$ cat src/rtl/core_bus_arbiter_if.sv
// Handshake and shared-bus signal bundle for core_bus_arbiter.
// master: arbiter view; slave: requesters and memory side.
interface core_bus_arbiter_if #(
  parameter int ADDR_WIDTH = 32,
  parameter int DATA_WIDTH = 32
);
  localparam int SW = DATA_WIDTH / 8;

  logic                  if_req_i;
  logic [ADDR_WIDTH-1:0] if_addr_i;
  logic [DATA_WIDTH-1:0] if_rdata_o;
  logic                  if_ack_o;
  logic                  if_err_o;

  logic                  d_req_i;
  logic                  d_we_i;
  logic [SW-1:0]         d_wstrb_i;
  logic [ADDR_WIDTH-1:0] d_addr_i;
  logic [DATA_WIDTH-1:0] d_wdata_i;
  logic [DATA_WIDTH-1:0] d_rdata_o;
  logic                  d_ack_o;
  logic                  d_err_o;

  logic                  m_cyc_o;
  logic                  m_stb_o;
  logic                  m_we_o;
  logic [SW-1:0]         m_wstrb_o;
  logic [ADDR_WIDTH-1:0] m_addr_o;
  logic [DATA_WIDTH-1:0] m_data_o;
  logic [DATA_WIDTH-1:0] m_data_i;
  logic                  m_ack_i;

  modport master (
    input  if_req_i, if_addr_i,
    output if_rdata_o, if_ack_o, if_err_o,
    input  d_req_i, d_we_i, d_wstrb_i,
    input  d_addr_i, d_wdata_i,
    output d_rdata_o, d_ack_o, d_err_o,
    output m_cyc_o, m_stb_o, m_we_o,
    output m_wstrb_o, m_addr_o, m_data_o,
    input  m_data_i, m_ack_i
  );

  modport slave (
    output if_req_i, if_addr_i,
    input  if_rdata_o, if_ack_o, if_err_o,
    output d_req_i, d_we_i, d_wstrb_i,
    output d_addr_i, d_wdata_i,
    input  d_rdata_o, d_ack_o, d_err_o,
    input  m_cyc_o, m_stb_o, m_we_o,
    input  m_wstrb_o, m_addr_o, m_data_o,
    output m_data_i, m_ack_i
  );
endinterface

$ cat src/rtl/core_bus_arbiter.sv
// Fetch/data arbiter onto one Wishbone-classic core bus port.
// Define ARB_ROUND_ROBIN_EN for alternating grant on contention.
module core_bus_arbiter #(
  parameter int ADDR_WIDTH     = 32,
  parameter int DATA_WIDTH     = 32,
  parameter int TIMEOUT_CYCLES = 1024
) (
  input logic clk,
  input logic rst_n,
  core_bus_arbiter_if.master bus
);
  localparam int SW = DATA_WIDTH / 8;
  localparam logic [15:0] TO_LAST =
    16'(TIMEOUT_CYCLES - 1);

  typedef enum logic [1:0] {
    IDLE, BUS, RESP
  } state_t;

  state_t r_state, w_state;
  logic   r_gnt_d, w_gnt_d;
  logic   r_cyc, w_cyc;
  logic   r_we, w_we;
  logic [SW-1:0]         r_wstrb, w_wstrb;
  logic [ADDR_WIDTH-1:0] r_addr, w_addr;
  logic [DATA_WIDTH-1:0] r_wdata, w_wdata;
  logic [15:0]           r_cnt, w_cnt;
  logic [DATA_WIDTH-1:0] r_if_rdata, w_if_rdata;
  logic [DATA_WIDTH-1:0] r_d_rdata, w_d_rdata;
  logic r_if_ack, w_if_ack;
  logic r_d_ack, w_d_ack;
  logic r_if_err, w_if_err;
  logic r_d_err, w_d_err;
  logic w_any_req;
  logic w_pick_d;

  assign w_any_req = bus.if_req_i | bus.d_req_i;

`ifdef ARB_ROUND_ROBIN_EN
  logic r_last_d, w_last_d;

  // On contention, grant whoever did not win last
  always_comb begin
    w_pick_d = bus.d_req_i;
    if (bus.d_req_i && bus.if_req_i)
      w_pick_d = ~r_last_d;
  end

  assign w_last_d =
    (r_state == IDLE && w_any_req) ? w_pick_d : r_last_d;

  // Last-grant memory, starts as "data"
  always_ff @(posedge clk or negedge rst_n) begin
    if (!rst_n) r_last_d <= 1'b1;
    else        r_last_d <= w_last_d;
  end
`else
  assign w_pick_d = bus.d_req_i;
`endif

  // Next-state and next-register values
  always_comb begin
    w_state    = r_state;
    w_gnt_d    = r_gnt_d;
    w_cyc      = r_cyc;
    w_we       = r_we;
    w_wstrb    = r_wstrb;
    w_addr     = r_addr;
    w_wdata    = r_wdata;
    w_cnt      = r_cnt;
    w_if_rdata = r_if_rdata;
    w_d_rdata  = r_d_rdata;
    w_if_err   = r_if_err;
    w_d_err    = r_d_err;
    w_if_ack   = 1'b0;
    w_d_ack    = 1'b0;
    unique case (r_state)
      IDLE: begin
        if (w_any_req) begin
          w_state = BUS;
          w_cyc   = 1'b1;
          w_cnt   = '0;
          w_gnt_d = w_pick_d;
          if (w_pick_d) begin
            w_we    = bus.d_we_i;
            w_wstrb = bus.d_wstrb_i;
            w_addr  = bus.d_addr_i;
            w_wdata = bus.d_wdata_i;
          end else begin
            w_we    = 1'b0;
            w_wstrb = '1;
            w_addr  = bus.if_addr_i;
            w_wdata = '0;
          end
        end
      end
      BUS: begin
        if (bus.m_ack_i) begin
          w_state = RESP;
          w_cyc   = 1'b0;
          if (r_gnt_d) begin
            w_d_rdata = bus.m_data_i;
            w_d_err   = 1'b0;
            w_d_ack   = 1'b1;
          end else begin
            w_if_rdata = bus.m_data_i;
            w_if_err   = 1'b0;
            w_if_ack   = 1'b1;
          end
        end else if (r_cnt == TO_LAST) begin
          w_state = RESP;
          w_cyc   = 1'b0;
          if (r_gnt_d) begin
            w_d_rdata = '0;
            w_d_err   = 1'b1;
            w_d_ack   = 1'b1;
          end else begin
            w_if_rdata = '0;
            w_if_err   = 1'b1;
            w_if_ack   = 1'b1;
          end
        end else begin
          w_cnt = r_cnt + 16'd1;
        end
      end
      RESP: begin
        w_state = IDLE;
      end
      default: begin
        w_state = IDLE;
      end
    endcase
  end

  // State and datapath registers
  always_ff @(posedge clk or negedge rst_n) begin
    if (!rst_n) begin
      r_state    <= IDLE;
      r_gnt_d    <= 1'b0;
      r_cyc      <= 1'b0;
      r_we       <= 1'b0;
      r_wstrb    <= '0;
      r_addr     <= '0;
      r_wdata    <= '0;
      r_cnt      <= '0;
      r_if_rdata <= '0;
      r_d_rdata  <= '0;
      r_if_ack   <= 1'b0;
      r_d_ack    <= 1'b0;
      r_if_err   <= 1'b0;
      r_d_err    <= 1'b0;
    end else begin
      r_state    <= w_state;
      r_gnt_d    <= w_gnt_d;
      r_cyc      <= w_cyc;
      r_we       <= w_we;
      r_wstrb    <= w_wstrb;
      r_addr     <= w_addr;
      r_wdata    <= w_wdata;
      r_cnt      <= w_cnt;
      r_if_rdata <= w_if_rdata;
      r_d_rdata  <= w_d_rdata;
      r_if_ack   <= w_if_ack;
      r_d_ack    <= w_d_ack;
      r_if_err   <= w_if_err;
      r_d_err    <= w_d_err;
    end
  end

  assign bus.m_cyc_o    = r_cyc;
  assign bus.m_stb_o    = r_cyc;
  assign bus.m_we_o     = r_we;
  assign bus.m_wstrb_o  = r_wstrb;
  assign bus.m_addr_o   = r_addr;
  assign bus.m_data_o   = r_wdata;
  assign bus.if_rdata_o = r_if_rdata;
  assign bus.if_ack_o   = r_if_ack;
  assign bus.if_err_o   = r_if_err;
  assign bus.d_rdata_o  = r_d_rdata;
  assign bus.d_ack_o    = r_d_ack;
  assign bus.d_err_o    = r_d_err;
endmodule

$ cat src/flat_wrapper.sv
// flat-port wrapper written by rule: the top's interface ports become plain ports
module core_bus_arbiter_flat 
#(
  parameter int ADDR_WIDTH     = 32,
  parameter int DATA_WIDTH     = 32,
  parameter int TIMEOUT_CYCLES = 1024
)
  (clk, rst_n, bus_if_req_i, bus_if_addr_i, bus_if_rdata_o, bus_if_ack_o, bus_if_err_o, bus_d_req_i, bus_d_we_i, bus_d_wstrb_i, bus_d_addr_i, bus_d_wdata_i, bus_d_rdata_o, bus_d_ack_o, bus_d_err_o, bus_m_cyc_o, bus_m_stb_o, bus_m_we_o, bus_m_wstrb_o, bus_m_addr_o, bus_m_data_o, bus_m_data_i, bus_m_ack_i);
  core_bus_arbiter_if #(.ADDR_WIDTH(ADDR_WIDTH), .DATA_WIDTH(DATA_WIDTH)) bus_i ();
  input logic clk;
  input logic rst_n;
  input wire logic [$bits(bus_i.if_req_i)-1:0] bus_if_req_i;
  input wire logic [$bits(bus_i.if_addr_i)-1:0] bus_if_addr_i;
  output wire logic [$bits(bus_i.if_rdata_o)-1:0] bus_if_rdata_o;
  output wire logic [$bits(bus_i.if_ack_o)-1:0] bus_if_ack_o;
  output wire logic [$bits(bus_i.if_err_o)-1:0] bus_if_err_o;
  input wire logic [$bits(bus_i.d_req_i)-1:0] bus_d_req_i;
  input wire logic [$bits(bus_i.d_we_i)-1:0] bus_d_we_i;
  input wire logic [$bits(bus_i.d_wstrb_i)-1:0] bus_d_wstrb_i;
  input wire logic [$bits(bus_i.d_addr_i)-1:0] bus_d_addr_i;
  input wire logic [$bits(bus_i.d_wdata_i)-1:0] bus_d_wdata_i;
  output wire logic [$bits(bus_i.d_rdata_o)-1:0] bus_d_rdata_o;
  output wire logic [$bits(bus_i.d_ack_o)-1:0] bus_d_ack_o;
  output wire logic [$bits(bus_i.d_err_o)-1:0] bus_d_err_o;
  output wire logic [$bits(bus_i.m_cyc_o)-1:0] bus_m_cyc_o;
  output wire logic [$bits(bus_i.m_stb_o)-1:0] bus_m_stb_o;
  output wire logic [$bits(bus_i.m_we_o)-1:0] bus_m_we_o;
  output wire logic [$bits(bus_i.m_wstrb_o)-1:0] bus_m_wstrb_o;
  output wire logic [$bits(bus_i.m_addr_o)-1:0] bus_m_addr_o;
  output wire logic [$bits(bus_i.m_data_o)-1:0] bus_m_data_o;
  input wire logic [$bits(bus_i.m_data_i)-1:0] bus_m_data_i;
  input wire logic [$bits(bus_i.m_ack_i)-1:0] bus_m_ack_i;
  assign bus_i.if_req_i = bus_if_req_i;
  assign bus_i.if_addr_i = bus_if_addr_i;
  assign bus_if_rdata_o = bus_i.if_rdata_o;
  assign bus_if_ack_o = bus_i.if_ack_o;
  assign bus_if_err_o = bus_i.if_err_o;
  assign bus_i.d_req_i = bus_d_req_i;
  assign bus_i.d_we_i = bus_d_we_i;
  assign bus_i.d_wstrb_i = bus_d_wstrb_i;
  assign bus_i.d_addr_i = bus_d_addr_i;
  assign bus_i.d_wdata_i = bus_d_wdata_i;
  assign bus_d_rdata_o = bus_i.d_rdata_o;
  assign bus_d_ack_o = bus_i.d_ack_o;
  assign bus_d_err_o = bus_i.d_err_o;
  assign bus_m_cyc_o = bus_i.m_cyc_o;
  assign bus_m_stb_o = bus_i.m_stb_o;
  assign bus_m_we_o = bus_i.m_we_o;
  assign bus_m_wstrb_o = bus_i.m_wstrb_o;
  assign bus_m_addr_o = bus_i.m_addr_o;
  assign bus_m_data_o = bus_i.m_data_o;
  assign bus_i.m_data_i = bus_m_data_i;
  assign bus_i.m_ack_i = bus_m_ack_i;
  core_bus_arbiter #(.ADDR_WIDTH(ADDR_WIDTH), .DATA_WIDTH(DATA_WIDTH), .TIMEOUT_CYCLES(TIMEOUT_CYCLES)) u_core (.clk(clk), .rst_n(rst_n), .bus(bus_i));
endmodule
$ cat config.mk
export PLATFORM = sky130hd
export DESIGN_NAME = core_bus_arbiter_flat
export DESIGN_NICKNAME = d
export VERILOG_FILES = /design/src/rtl/core_bus_arbiter_if.sv /design/src/rtl/core_bus_arbiter.sv /design/src/flat_wrapper.sv
export SDC_FILE = /design/constraint.sdc
export NUM_CORES = 1
export LEC_CHECK = 0
export CAP_MARGIN = 20
export CELL_PAD_IN_SITES_DETAIL_PLACEMENT = 1
export CELL_PAD_IN_SITES_GLOBAL_PLACEMENT = 1
export CORE_ASPECT_RATIO = 1.75
export CORE_UTILIZATION = 32
export CTS_CLUSTER_DIAMETER = 100
export DETAILED_ROUTE_END_ITERATION = 8
export PLACE_DENSITY = 0.9
export SLEW_MARGIN = 25
export SYNTH_ARGS = -nofsm -noshare
export SYNTH_HDL_FRONTEND = slang
export SYNTH_SLANG_ARGS = --single-unit
$ cat constraint.sdc
create_clock -name clk -period 2.45 [get_ports clk]
set_clock_uncertainty 0.05 [all_clocks]
set_input_delay 0.49 -clock clk [delete_from_list [all_inputs] [get_ports clk]]
set_output_delay 0.49 -clock clk [all_outputs]
set_load 0.1 [all_outputs]
Word-level counts from Yosys, hierarchy flattened. Cells that the tools add are included.

Register bits: 157. Output and inout bits: 139. Word-level logic and storage cells: 72.

$add $sub $neg: 1. Equal/unequal tests: 6. Mux-type cells: 40. Bitwise logic cells: 2. Reduce and logical (&&, ||, !) cells: 9.

Operators with widths (number): $mux 32 (10); $mux 16 (3); $pmux 16 s2 (1); $mux 1 (20); $add 16x1->16 const B (1); $eq 16x10->1 const B (1); $reduce_and 3->1 (3); $mux 2 (3); $mux 4 (1); $ne 2x2->1 const B (2); $pmux 2 s2 (1); $reduce_and 2->1 (2); $reduce_and 4->1 (1); $reduce_bool 2->1 (2); $ne 3x2->1 const B (1); $eq 2x1->1 const B (1); $logic_not 2->1 (1); $ne 2x1->1 const B (1); $pmux 1 s2 (1); $not 1->1 (1); $or 1x1->1 (1).

Depth between registers and ports, before layout. Gate-level depths: netlist of the first run.

Depth after elaboration: 4. Depth in mapped cells: 7. Mapped depth without buffers: 5.

Worst setup path before layout of the first run. OpenSTA, ideal clock, no wires.

Path type: register to register. Start point: register u_core.r_cnt[0]. End point: register u_core.r_cnt[6]. Data arrival time: 1.762 ns. Slack: 0.547 ns. Cell stages (with the launch flop): 7. Cell sequence: dfrtp_1 -> ha_1 -> and4bb_2 -> and4_4 -> buf_6 -> or4_1 -> o221ai_1.

Cells in the longest elaborated chain, start to end: 4. Elaborated cells between the ends (all ways): 7. Those cells by class: add/sub (1); eq/ne (2); mux (3); reduce/logical (1).

RTL lines: start: declaration (RTL line core_bus_arbiter.sv:27) `logic [15:0] r_cnt, w_cnt;`; start signal: assignment (RTL line core_bus_arbiter.sv:160) `r_cnt <= w_cnt;`; $add 16x1->16 (RTL line core_bus_arbiter.sv:123) `w_cnt = r_cnt + 16'd1;`; $mux 16 (RTL line core_bus_arbiter.sv:110) `end else if (r_cnt == TO_LAST) begin`; $mux 16 (RTL line core_bus_arbiter.sv:98) `if (bus.m_ack_i) begin`; $pmux 16 s2 (RTL line core_bus_arbiter.sv:77) `unique case (r_state)`.

Several ways; a longest one is shown, not always the timed one. The select of a mux whose other input is x is not followed. A chain may end at the register's enable or synchronous reset.

Worst setup path in the final report of the first run.
Start point: register u_core.r_cnt[10]. End point: register u_core.r_cnt[2].

Cells in the longest elaborated chain, start to end: 3.

RTL lines (RTL line): $eq 16x10->1 (core_bus_arbiter.sv:110); $ne 2x2->1 (no source line); $reduce_and 4->1 (no source line).

No other way between the ends.

==> results.txt, run 1 <==
Outcome: finished with violations
Failing checks: negative hold slack
Overall routing resource usage: 0.208
Vias per cell: 5.21
Ratio of cells with drive above 1 in the final layout: 0.249
Vias in the first global route: 5768
Vias: 5360
Worst setup SP type: flop
Synth area leaders: dfrtp_1, a22o_1, mux2i_1
Drt pass-1 iters: 4
Nets@finish: 914
Distinct cells, synth: 36
Max Cap Viol: 0
Syn Std Cell Area: 6240 µm²
CP max stage cell: nand4_1
Crit path kind: reg2reg
I/O Buffers: 276
Syn nets: 639
R2R setup slack: 380 ps
Worst rel slew slack: 0.627
Fin crit period: 2070 ps
Worst path required time: 2680 ps
Gr ovfl total: 0
Most frequent cells after synthesis: dfrtp_1, a22o_1, nand2_1, o21ai_0, mux2i_1
Worst path max stage delay: 480 ps
Crit path from: u_core.r_cnt[10]
Placed insts: 997
Die width: 108 µm
Worst-Skew Late Latency: 420 ps
DRC errors left: 0
CP Capture Type: flop
Pin count of the biggest net entering global routing: 83
Final Max Slew Viols: 0
R2R Path Start: u_core.r_cnt[10]
Commonest register cell after synthesis: dfrtp_1
Ys Warns: 0
WL per Instance: 19.7 µm
Clock transition at path regs: 60 ps
Antenna violation net count after detailed routing: 0
Final setup vio count: 0
Slew @ Worst Pin: 560 ps
Hold Crit Class: in2async
H-tree levels: 4
Post-CTS Hold Fix Bufs: 0
Fmax: 482 MHz
P&R area growth vs syn: 53.6%
# IOs: 277
Routed WL: 20200 µm
Async S/R FF share, synth: 1.00
Period Utilization, post-route: 0.846
RSZ-0062 raised after global routing: no
Fin. Hold Viols: 8
Maximum fanout along the worst path: 10
Postcts setup bufs: 0
DP HPWL: 15100 µm
Die Area: 20100 µm²
Top-count cell post-synth: dfrtp_1
Synth top area share: 0.629
ANT cells: 0
Sink Count: 157
Sequential cell area fraction in the yosys report: 0.629
Arrival time at the worst endpoint: 2300 ps
CTS tree: yes
Mean Syn Cell Area: 12.5 µm²
Fin cells: 1028
DR iter-0 viols: 224
Die Ht: 187 µm
Seq cells post-synth: 157
Initial Util: 0.327
Dominant cell type by area after synthesis: dfrtp_1
CP Buf/Inv Count: 0
Family with the most delay on the worst path: simple AND/OR/NAND/NOR gates
Min Hold Slack: -8.83 ps
Row cnt: 67
Setup TNS: 0 ps
Crit path cell chain: nor4_1 -> nand4_1 -> nand2_1 -> o221ai_1
CTS Buf Count: 17
Clk root buf: clkbuf_16
Core area: 19100 µm²
Deepest clock path buffer count: 2
Syn Inst Count: 500
Initial antenna violation count: 0
Post-synth EDFFs: 0
Post-CTS sizing: 0
First-pass GRT wire length: 31800 µm
Final GP Congestion: 0.825
-- layout make-up --
cell class / count / area [µm²]
fill: 1999 / 9520
sequential: 157 / 3930
timing repair buffer: 293 / 2630
multi-input combinational: 298 / 2120
clock buffer: 17 / 425
tap: 241 / 302
clock inverter: 14 / 158
inverter: 8 / 30.0
-- path summary, 6_finish.rpt --
| kind | cells after the start | end |
|---|---|---|
| min in group clk | 2 | u_core.bus.m_addr_o[30] |
| worst max-delay path | 4 | u_core.r_cnt[2] |
| worst min-delay path | 1 | u_core.bus.d_rdata_o[8] |
| max in group asynchronous | 2 | u_core.bus.m_addr_o[8] |
| worst min register to register | 2 | u_core.bus.m_addr_o[30] |
| worst max register to register | 4 | u_core.r_cnt[2] |
-- per-stage QoR --
stage	hold slack, ps	setup WS (ps)	utilization	cell area, µm²
6_report	-8.83	377	0.502	9590
5_1_grt	19.6	211	0.502	9590
4_1_cts	9.16	372	0.502	9590
3_5_place_dp	425	373	0.471	9010
3_3_place_gp	413	393	0.471	9010
2_1_floorplan	144	547	-	6240
-- cell usage in the layout, fill, tap and decap left out, types with 3 or more instances in the layout --
master,Yosys,layout
dfrtp_1,157,157
buf_4,1,149
clkdlybuf4s50_1,0,135
a22o_1,97,97
nand2_1,44,44
o21ai_0,35,35
mux2i_1,33,33
clkbuf_16,0,17
a31oi_1,14,14
nand4_1,9,9
inv_1,8,8
nor2_1,8,8
buf_12,0,7
and3_1,6,6
nand3_1,6,6
o22a_1,5,5
inv_6,0,5
nand2b_1,4,4
or4_1,4,4
o221ai_1,4,4
nor4_1,3,3
and2_1,3,3
o21ai_2,4,3
nor3_1,3,3
-- routing by layer --
layer  up-vias  track usage  routed length, µm
met3        39       0.0538               1310
met2       242        0.381              11100
li1       2421            -                  -
met5         -            0                  0
met1      2658        0.217               7170
met4         0       0.0959                635
-- flip-flops by register name, indices dropped and copies added (netlist names), 2 cells and up --
name,cells
u_core.bus.d_rdata_o,32
u_core.bus.if_rdata_o,32
u_core.bus.m_addr_o,32
u_core.bus.m_data_o,32
u_core.bus.m_wstrb_o,4
u_core.r_cnt,16
u_core.r_state,2
-- logic make-up after synthesis --
logic type / after synthesis / share of synthesized area
buffers and inverters: 45 / 0.0319
multiplexers: 33 / 0.0529
adder cells (fa/ha/maj): 1 / 0.00200
flip-flops: 157 / 0.629
AO/OA/AOI/OAI: 169 / 0.209
AND/OR/NAND/NOR: 95 / 0.0755
Power of run 1 is not shown: default switching activity piles up to over one toggle a cycle in this logic, so the estimate is an artifact.
==> run 2: changes to the inputs <==
- CORE_UTILIZATION: 32 -> 29
- PLACE_DENSITY: 0.9 -> 0.87
- clock period: 2.45 -> 1.7 ns (I/O delays scaled with it)
==> run 2 against run 1 <==
Effect of this change: the run ends with negative setup slack left; count of clock-buffer cells in the layout up 2; die area up 10%; non-clock buffer count up 45; sequential share of layout area down 8.0 points; critical path depth up 2; via count up 5.5%; maximum frequency up 12%; worst setup slack worse by 530 ps; critical path type unchanged; largest cell class is now non-clock buffers.
==> results.txt, run 2 (synthesis gave the netlist of run 1 again) <==
Final Core Density: 0.567
Reg2reg path depth: 6
DP HPWL: 17200 µm
Core area: 21000 µm²
Clock transition at path regs: 70 ps
Max Cap Viol: 0
Die width: 113 µm
Fin. Hold Viols: 0
Met2 Track Usage GR: 0.412
I/O Buffers: 276
Overall routing resource usage: 0.214
CTS Buf Count: 17
Final setup margin: -150 ps
Fin crit period: 1850 ps
Final Max Slew Viols: 0
Multi-input combinational cell area: 2290 µm²
Die Ht: 196 µm
Arrival time at the worst endpoint: 2100 ps
# IOs: 277
Worst rel slew slack: 0.699
GR peak layer: met2
Ratio of cells with drive above 1 in the final layout: 0.318
Routed WL: 23100 µm
P&R area growth vs syn: 91.0%
Failing checks: negative setup slack
ANT cells: 0
Row cnt: 70
Final setup vio count: 81
Most frequent cells in the layout: dfrtp_1, buf_12, clkdlybuf4s50_1
Worst path max stage delay: 400 ps
Crit path kind: reg2reg
R2R setup slack: -150 ps
Pin count of the biggest net entering global routing: 42
Hold Path End: u_core.r_gnt_d
Gr ovfl total: 0
Antenna violation net count after detailed routing: 0
Initial Util: 0.297
WL per Instance: 21.3 µm
Vias per cell: 5.21
CTS tree: yes
Setup TNS: -8340 ps
Drt pass-1 iters: 6
Die Area: 22100 µm²
Fmax: 541 MHz
CP Capture Type: flop
Nets@finish: 959
Reg-to-Reg End: u_core.bus.if_rdata_o[8]
Final GP Congestion: 0.812
Clk root buf: clkbuf_16
Period Utilization, post-route: 1.09
DRC errors left: 0
Worst path required time: 1950 ps
Filler Cell Count: 1993
Worst setup SP type: flop
Initial antenna violation count: 0
Min-delay src: bus_d_req_i
Vias: 5654
RSZ-0062 raised after global routing: yes
Slew @ Worst Pin: 452 ps
Worst-Skew Late Latency: 420 ps
Global Route met3 Usage: 0.0547
Hold Path Depth: 3
Maximum fanout along the worst path: 33
FF/Latch Area: 3930 µm²
First-pass GRT wire length: 36100 µm
Hold Crit Class: in2reg
Vias in the first global route: 6359
H-tree levels: 4
Outcome: finished with violations
Min Hold Slack: 354 ps
R2R Path Start: u_core.r_cnt[11]
Commonest non-fill, non-tap cell in the layout: dfrtp_1
DR iter-0 viols: 174
Crit path cell chain: nor4_2 -> buf_4 -> and4_4 -> o21ai_2 -> buf_12 -> a22o_1
CP max stage cell: dfrtp_1
Sink Count: 157
Deepest clock path buffer count: 2
Met1 GRT Util: 0.219
## run 2: cell types whose count changed in the layout (fill, tap and decap cells not counted), moves of 3 or more
cell      delta
buf_12     +146
or4_4        +4
buf_4      -103
a31oi_1      -4
o221ai_1     -4
o221ai_2     +4
inv_6        -3
a31oi_4      +3
or4_1        -4
## run 2: final cells by class
class	instances	area share
Multi-Input combinational cell	298	0.192
Tap cell	252	0.0264
Inverter	8	0.00252
Clock inverter	13	0.00923
Clock buffer	19	0.0380
Timing Repair Buffer	338	0.402
Sequential cell	157	0.330
## run 2: repair_timing
item,4_1_cts,5_1_grt
pin swaps,8,4
hold endpoints to repair,35,0
setup endpoints to repair,80,85
buffers inserted,8,1
resized for setup,9,18
hold buffers,1,0
## run 2: critical path: cells and delay by family (launching register included)
family / cells / cell delay (ps)
AOI/OAI and AO/OA: 2 / 350
and+or+nand+nor: 2 / 560
DFF: 1 / 400
buffers and inverters: 2 / 370
## run 2: worst max-delay path by stage
stage	startpoint	end	slack, ps	cells after the start
3_5_place_dp	u_core.r_cnt[1]	u_core.r_cnt[4]	-220	6
3_3_place_gp	u_core.r_cnt[1]	u_core.r_cnt[8]	-170	6
2_1_floorplan	u_core.r_cnt[0]	u_core.r_cnt[8]	-40	6
6_report	u_core.r_cnt[11]	u_core.bus.if_rdata_o[8]	-150	6
4_1_cts	u_core.r_cnt[11]	u_core.bus.if_rdata_o[8]	-130	6
5_1_grt	u_core.r_cnt[11]	u_core.bus.if_rdata_o[8]	-170	6
## run 2: per-stage QoR
stage / worst slack (ps) / instances / area [µm²]
after detailed placement: -217 / 1043 / 11100
after CTS: -134 / 1084 / 11800
after global placement: -175 / 1043 / 11100
after global routing: -174 / 1085 / 11900
after floorplan: -38.9 / 500 / 6280
final: -150 / 1085 / 11900
## run 2: per-layer routing
metal  part of all wire  vias to the layer above
li1                   -                     2511
met1               0.35                     2882
met2               0.57                      228
met3              0.054                       33
met4              0.022                        0
met5                  0                        -
Power of run 2 is left out for the same reason.
==> run 3: changes to the inputs <==
- CTS_CLUSTER_SIZE: not set -> 12
==> results of run 3 <==
No change in the layout: final DEF, timing and power equal those of run 2.
Power of run 3 is left out for the same reason.
==> RTL change, RTL diff (flow settings as in run 1) <==
The option `ARB_ROUND_ROBIN_EN` is turned on by a define.
--- a/src/rtl/core_bus_arbiter.sv
+++ b/src/rtl/core_bus_arbiter.sv
@@ -1,5 +1,7 @@
 // Fetch/data arbiter onto one Wishbone-classic core bus port.
 // Define ARB_ROUND_ROBIN_EN for alternating grant on contention.
+`define ARB_ROUND_ROBIN_EN
+
 module core_bus_arbiter #(
   parameter int ADDR_WIDTH     = 32,
   parameter int DATA_WIDTH     = 32,
Function: changed (a bounded check fails within 4 cycles, from zero or initial values and one cycle with rst_n low).
==> RTL change against run 1 <==
First-iteration DRC count grew 18%; area after synthesis rose by 2.1%; sequential cell count up 1; final area is 1.9% higher; worst setup slack lost 0.15 ns; wire length up 4.9%.
Power is left out: the tool's default activity adds up to more than one toggle a clock period on the data nets, which glitch-free logic cannot reach.
==> RTL change: results (changes against run 1) <==
Global route
  • Number of global-route vias before repair: 6153 (+6.7%)
  • Gr usage total: 21.1% (+0.29 points)
  • Met3 Resource Use GR: 5.15% (-0.23 points)
  • First-pass GRT wire length: 32.9 mm (+3.2%)
  • Met2 GRT Util: 39.5% (+1.3 points)
  • Largest net degree at the start of global routing: 98 (+18%)
  • Routing usage on met1: 21.6% (-0.083 points)

Critical path
  • CP Max Fanout: 33 (+23)
  • Critical Path Sink: u_core.bus.if_rdata_o[24]
  • Slowest library cell on the worst path: or4_4
  • CP max stage delay: 0.57 ns (+0.09 ns)
  • CP delay by family, top: simple AND/OR/NAND/NOR gates
  • Reg2reg setup slack: 0.23 ns (-0.15 ns)
  • Critical Path Source: u_core.r_cnt[13]
  • Worst r2r path cells: 6 (+2)
  • Arrival time at the worst endpoint: 2.47 ns (+0.17 ns)

Synth
  • Synth top area cells: dfrtp_1 62%, a32o_1 6.0%, mux2i_1 5.2%
  • Post-synth top cells: 157 x dfrtp_1, 54 x nand2_1, 39 x o21ai_0, 38 x a32o_1, 37 x clkbuf_1
  • Syn Nets: 659 (+3.1%)
  • Synth unique cells: 42 (+17%)
  • Register area share after synthesis: 62.1% (-0.86 points)

Clocking
  • Post-CTS Setup Inserts: 0 (unchanged)
  • CTS buffer count: 17 (unchanged)

Drt
  • Met3 WL: 1.32 mm (+0.23%)
  • Routed WL: 21.2 mm (+4.9%)
  • Routed via count: 5530 (+3.2%)
  • Metal-1 WL: 7.48 mm (+4.4%)
  • Number of DRC markers after the initial detailed-route iteration: 265 (+18%)
  • Drt pass-1 iters: 4 (unchanged)
  • Routed wl met2: 11.7 mm (+5.5%)

Outcome
  • Status: complete, no violations

Cells and area
  • Net count, final: 934 (+2.2%)
  • Filler cells: 2074 (+3.8%)
  • Layout cell share with drive strength beyond 1: 25.4% (+0.47 points)

Placement
  • HPWL after detailed placement: 15.3 mm (+1.4%)
  • Gpl congestion: 0.803 (-2.8%)

STA
  • Worst slew pin tran: 0.549 ns (-0.0110 ns)

Min path
  • HP Class: flip-flop to flip-flop
## RTL change: cell count changes in the layout (fill, tap and decap cells not counted), moves of 4 or more
cell              run 1  this run
a32o_1                0        38
a31oi_1              14        18
nand4_1               9         5
a22o_1               97        33
o2bb2ai_1             0        26
buf_4               149       156
nand2_1              44        54
## RTL change: how the worst min path moves through the flow
stage	endpoint	slack, ns	cells after the start
finish	u_core.bus.m_addr_o[6]	0.43	2
global route	u_core.bus.d_rdata_o[10]	0.46	1
CTS	u_core.bus.m_addr_o[2]	0.44	2
detailed placement	u_core.bus.m_addr_o[2]	0.42	2
global placement	u_core.bus.m_addr_o[28]	0.41	2
floorplan	u_core.bus.d_ack_o	0.14	0
## RTL change: cells by family after synthesis
kind of cell,Yosys count,synth area share (%)
multiplexers,34,5.36
buffers and inverters,54,3.34
adder cells (fa/ha/maj),1,0.196
AND/OR/NAND/NOR,96,7.30
flip-flops,158,62.1
AO/OA/AOI/OAI,177,21.8
## RTL change: stage by stage
stage               instances  area, um^2  hold slack (ns)  utilization [%]  worst slack [ns]
floorplan                 520        6370            0.144                -             0.341
global placement         1020        9210            0.415             46.9             0.330
detailed placement       1020        9210            0.424             46.9             0.267
CTS                      1053        9770            0.438             49.7             0.236
global route             1053        9770            0.456             49.7             0.145
finish                   1053        9770            0.433             49.7             0.231
## RTL change: layout make-up
type	count	area, um^2	share of cell area [%]
timing repair buffer	301	2690	27.6
sequential	158	3960	40.5
inverter	9	33.8	0.346
multi-input combinational	308	2230	22.8
clock buffer	22	474	4.85
tap	245	307	3.14
clock inverter	10	78.8	0.807
## RTL change: timing repair
item                                   in CTS  in global routing
endpoints found under the hold margin      49                  0
gates resized for setup                     0                  0
hold buffers                                1                  0
setup endpoints to repair                   0                  0
